[config.mk]
export PLATFORM = sky130hd
export DESIGN_NAME = counter_cmd_gen
export DESIGN_NICKNAME = d
export VERILOG_FILES = /design/src/rtl/counter_cmd_gen.sv
export SDC_FILE = /design/constraint.sdc
export NUM_CORES = 1
export LEC_CHECK = 0
export BUFFER_PORTS_ARGS = -buffer_cell sky130_fd_sc_hd__buf_4
export CAP_MARGIN = 20
export CORE_ASPECT_RATIO = 1.75
export CORE_MARGIN = 1
export CORE_UTILIZATION = 51
export CTS_CLUSTER_DIAMETER = 50
export DETAILED_ROUTE_END_ITERATION = 8
export GPL_ROUTABILITY_DRIVEN = 0
export PLACE_DENSITY = 0.77
export SKIP_CTS_REPAIR_TIMING = 1
export SYNTH_ARGS = -nofsm -noshare
export SYNTH_HDL_FRONTEND = slang
export SYNTH_SLANG_ARGS = --single-unit
[constraint.sdc]
create_clock -name clk -period 2.1 [get_ports clk]
set_input_delay 0.42 -clock clk [delete_from_list [all_inputs] [get_ports clk]]
set_output_delay 0.42 -clock clk [all_outputs]
set_load 0.02 [all_outputs]
[src/rtl/counter_cmd_gen.sv]
// Pushbutton command front end: synchronize and debounce two buttons, then issue
// one-cycle INR / CLR / DEC pulses with hold-to-repeat on increment.

module counter_cmd_gen_db #(
  parameter int DB_CYCLES = 4
) (
  input  logic clk,
  input  logic rst_n,
  input  logic btn,
  output logic lvl,
  output logic rise
);

  localparam logic [7:0] DB_LAST = 8'(DB_CYCLES - 1);

  logic       s1;
  logic       s2;
  logic [1:0] vld;
  logic [7:0] cnt;
  logic       lvl_q;
  logic       arm;

  always_ff @(posedge clk or negedge rst_n) begin
    if (!rst_n) begin
      s1    <= 1'b0;
      s2    <= 1'b0;
      vld   <= 2'b00;
      cnt   <= 8'd0;
      lvl   <= 1'b0;
      lvl_q <= 1'b0;
      arm   <= 1'b0;
    end else begin
      s1    <= btn;
      s2    <= s1;
      vld   <= {vld[0], 1'b1};
      lvl_q <= lvl;
      if (s2 != lvl) begin
        if (cnt == DB_LAST) begin
          lvl <= ~lvl;
          cnt <= 8'd0;
        end else begin
          cnt <= cnt + 8'd1;
        end
      end else begin
        cnt <= 8'd0;
      end
      // A button held through reset must be seen released before its edges count.
      if (vld[1] && !s2 && !lvl) begin
        arm <= 1'b1;
      end
    end
  end

  assign rise = lvl & ~lvl_q & arm;

endmodule

// state  | meaning
// IDLE   | no repeat pending; waiting for an accepted increment press
// HOLD   | increment held, counting the initial repeat delay
// REPEAT | increment still held, issuing a pulse every repeat period
module counter_cmd_gen #(
  parameter int DB_CYCLES  = 4,
  parameter int RPT_DELAY  = 16,
  parameter int RPT_PERIOD = 4
) (
  input  logic clk,
  input  logic rst_n,
  input  logic btn_inc,
  input  logic btn_clr,
  output logic INR,
  output logic CLR,
  output logic DEC,
  output logic inc_lvl,
  output logic clr_lvl
);

  localparam logic [7:0] DLY_LAST = 8'(RPT_DELAY - 1);
  localparam logic [7:0] PER_LAST = 8'(RPT_PERIOD - 1);

  typedef enum logic [1:0] {IDLE, HOLD, REPEAT} state_t;

  state_t     state;
  logic [7:0] hold_cnt;
  logic       rise_inc;
  logic       rise_clr;
  logic       inc_ev;
  logic       clr_ev;
  logic       dec_ev;
  logic       stop;

  counter_cmd_gen_db #(.DB_CYCLES(DB_CYCLES)) u_db_inc (
    .clk   (clk),
    .rst_n (rst_n),
    .btn   (btn_inc),
    .lvl   (inc_lvl),
    .rise  (rise_inc)
  );

  counter_cmd_gen_db #(.DB_CYCLES(DB_CYCLES)) u_db_clr (
    .clk   (clk),
    .rst_n (rst_n),
    .btn   (btn_clr),
    .lvl   (clr_lvl),
    .rise  (rise_clr)
  );

  // Any press edge while the other button is down is a chord.
  assign dec_ev = (rise_inc & clr_lvl) | (rise_clr & inc_lvl);
  assign clr_ev = rise_clr & ~inc_lvl;
  assign inc_ev = rise_inc & ~clr_lvl;
  assign stop   = dec_ev | ~inc_lvl | clr_lvl;

  always_ff @(posedge clk or negedge rst_n) begin
    if (!rst_n) begin
      state    <= IDLE;
      hold_cnt <= 8'd0;
      INR      <= 1'b0;
      CLR      <= 1'b0;
      DEC      <= 1'b0;
    end else begin
      INR <= inc_ev;
      CLR <= clr_ev;
      DEC <= dec_ev;
      case (state)
        IDLE: begin
          if (inc_ev) begin
            state    <= HOLD;
            hold_cnt <= 8'd0;
          end
        end
        HOLD: begin
          if (stop) begin
            state    <= IDLE;
            hold_cnt <= 8'd0;
          end else if (hold_cnt == DLY_LAST) begin
            INR      <= 1'b1;
            hold_cnt <= 8'd0;
            state    <= REPEAT;
          end else begin
            hold_cnt <= hold_cnt + 8'd1;
          end
        end
        REPEAT: begin
          if (stop) begin
            state    <= IDLE;
            hold_cnt <= 8'd0;
          end else if (hold_cnt == PER_LAST) begin
            INR      <= 1'b1;
            hold_cnt <= 8'd0;
          end else begin
            hold_cnt <= hold_cnt + 8'd1;
          end
        end
        default: begin
          state    <= IDLE;
          hold_cnt <= 8'd0;
        end
      endcase
    end
  end

endmodule

==> results.md <==
* DRT Pass-1 Iters at 4
* Crit Reg-Reg Startpoint: u_db_clr.cnt[0]
* Area of the core at 3430 um^2
* I/O pin count at 9
* Clock skew at 0.00743 ns
* Hold Vio Cnt, Final at 0
* Crit path time final at a little under 2 ns
* Vias/cell at ~5.7
* Worst Max-Slew Pin Slew at 0.562 ns
* Tcrit/Tclk final at 0.932
* Yosys reg bits at 41
* Die footprint at approximately 3900 um^2
* Initial DRC count at 37
* Detailed-placement wirelength estimate at 2.54 mm
* Max IR drop VDD at between 0.7 and 0.8 mV
* Clk_lat worst skew at 0.29 ns
* I/O Buffers at 8
* Crit-path cells: ha_1 -> or4b_1 -> or4_4 -> mux2_4
* Number of nets in the layout at slightly below 200
* CP max stage delay at between 0.4 and 0.5 ns
* Synthesized instance count at ~170
* Post-route ant nets at 0
* Tightest Hold Check Type: primary input to async pin
* Yosys warns at 0
* Clock-pin slew on the worst setup and hold paths at 0.07 ns
* Initial antenna violation count at 0
* Routed WL at 3.44 mm
* R2r endpoint: u_db_clr.lvl
* Final setup vio count at 0
* Cell Pwr Density at around 1100 nW/um^2
* Post-synthesis area per instance at roughly 11 um^2
* Worst Path Arrival at 2.13 ns
* Worst Path Max Fanout at 5
* WS Path Type: flip-flop to flip-flop
* Global-route wire length before repair at ~5.7 mm
* Most common cell in the synthesized netlist: dfrtp_1
* RSZ-0062 raised after global routing: false
* Leakage power at about 0.001 uW
* Critical path data required time at 2.28 ns
* Max Fclk at 511 MHz
* Clk sinks at 41
* Slew Viols, Final at 0
* Register area share after synthesis at 0.548
* Remaining Overflow, GRT at 0
* Root buf cell: clkbuf_8
* R2R setup slack at ~0.14 ns
* Min Hold Slack at between 0.1 and 0.15 ns
* Top cells by area, synth: dfrtp_1, xor2_1, ha_1
* Vias at 1,315
* Asr flop ratio synth at 1.00
* Worst Setup Start Kind: flip-flop
* Die Y at ~80 um
* Number of synthesized flops with an enable pin at 0
* Area growth, synth to finish at 11.6%
* Die extent in x at 47.8 um
* Fraction of layout cells with a size suffix above 1 at 0.144
* Crit path max-delay cell type: or4b_1
* Outcome: completed
* Mapped Nets at 181
* Antenna Cells at 0
* Vias in the first global route at 1,273
* # DRC at 0
* Slew HR at 0.625
* Synth top area share at 0.548
* Gr usage total at 0.208
* Worst-case reg-to-reg path depth at 4
* Area leader, netlist: dfrtp_1
* CTS tree: done
* Cell Area, Synth at 1870 um^2
* Endpoint class of the critical path: flip-flop
* Maximum clock insertion buffer count at 2
* Largest net degree at the start of global routing at 42
* Max-cap violations at 0
* Initial Utilization at 0.545
* Most used DFF post-synth: dfrtp_1
* H-tree depth at 2
* Row cnt at 28
* Setup TNS at 0 ns
* Wire per inst at 14.8 um
* Synth cell types at 44
* Synth cell count leaders: dfrtp_1, nor2_1, nand2_1, nand3_1, xor2_1
* TritonCTS Buffers at 5
## critical path: cells and delay by family, from the launching register on
kind | cells | cell delay (ns)
and+or+nand+nor | 2 | 0.89
adders and majority gates | 1 | 0.25
DFF | 1 | 0.41
muxes | 1 | 0.31
## how the worst max path moves through the flow
stage | end | slack (ns) | cells past startpoint | startpoint
floorplan | u_db_clr.lvl | 0.24 | 4 | u_db_clr.cnt[0]
global placement | u_db_clr.lvl | 0.22 | 4 | u_db_clr.cnt[0]
global route | hold_cnt[5] | 0.04 | 7 | state[1]
CTS | u_db_clr.lvl | 0.14 | 4 | u_db_clr.cnt[0]
finish | u_db_clr.lvl | 0.14 | 4 | u_db_clr.cnt[0]
detailed placement | u_db_clr.lvl | 0.14 | 4 | u_db_clr.cnt[0]
## power breakdown
| part | internal [uW] | switching (uW) | leakage [uW] |
|---|---|---|---|
| clock | 260 | 238 | 0.0000443 |
| sequential | 929 | 122 | 0.000531 |
| combinational | 337 | 445 | 0.000424 |
## layer usage
metal / share of wire / vias up / track usage
met4: 0.016 / 0 / 0.0806
met2: 0.56 / 25 / 0.359
met5: 0 / - / 0
met3: 0.028 / 7 / 0.0522
li1: - / 627 / -
met1: 0.40 / 656 / 0.233
## registers in the layout, summed over array words and instances (netlist names)
register / flops
u_db_clr.s2: 1
state: 2
hold_cnt: 8
u_db_clr.cnt: 8
u_db_inc.lvl: 1
DEC: 1
CLR: 1
u_db_inc.s2: 1
u_db_clr.lvl_q: 1
u_db_inc.arm: 1
u_db_clr.lvl: 1
u_db_inc.cnt: 8
u_db_inc.s1: 1
u_db_clr.vld: 2
INR: 1
u_db_inc.lvl_q: 1
u_db_clr.arm: 1
u_db_clr.s1: 1
## cell usage in the layout (no fill, tap or decap), drive strengths merged, types with 3 or more instances in the layout
cell type | netlist | routed
dfrtp | 41 | 41
nor2b | 3 | 3
xnor2 | 3 | 3
o21ai | 5 | 5
or4 | 3 | 3
xor2 | 11 | 11
ha | 6 | 6
nand3 | 13 | 13
clkbuf | 1 | 7
nand2 | 13 | 13
buf | 1 | 11
o31ai | 3 | 3
o22ai | 3 | 3
nor2 | 16 | 16
a21oi | 3 | 3
inv | 6 | 6
and3 | 8 | 8
## final cells by class
type,instances,area [um^2]
timing repair buffer,11,82.6
inverter,6,22.5
clock buffer,7,86.3
tap,45,56.3
multi-input combinational,122,813
fill,305,1350
sequential,41,1030
## logic make-up (layout without fill, tap and decap cells)
group	Yosys count	after routing	synth area share
mux	2	2	0.0161
fa+ha+maj	6	6	0.0401
compound gates	25	25	0.0923
other cells	1	1	0.00200
flops	41	41	0.548
xor+xnor	14	14	0.0656
simple gates	74	74	0.219
buf+inv	8	24	0.0167
## per-stage QoR
stage	util	total power [uW]	setup slack, ns	instances	cell area [um^2]
6_report	0.608	2330	0.143	232	2090
5_1_grt	0.608	2490	0.0363	232	2090
4_1_cts	0.608	2350	0.136	232	2090
3_5_place_dp	0.583	1840	0.141	225	2000
3_3_place_gp	0.583	1780	0.220	225	2000
2_1_floorplan	-	1560	0.237	171	1870
No activity file was read; power rests on OpenSTA's default activity.
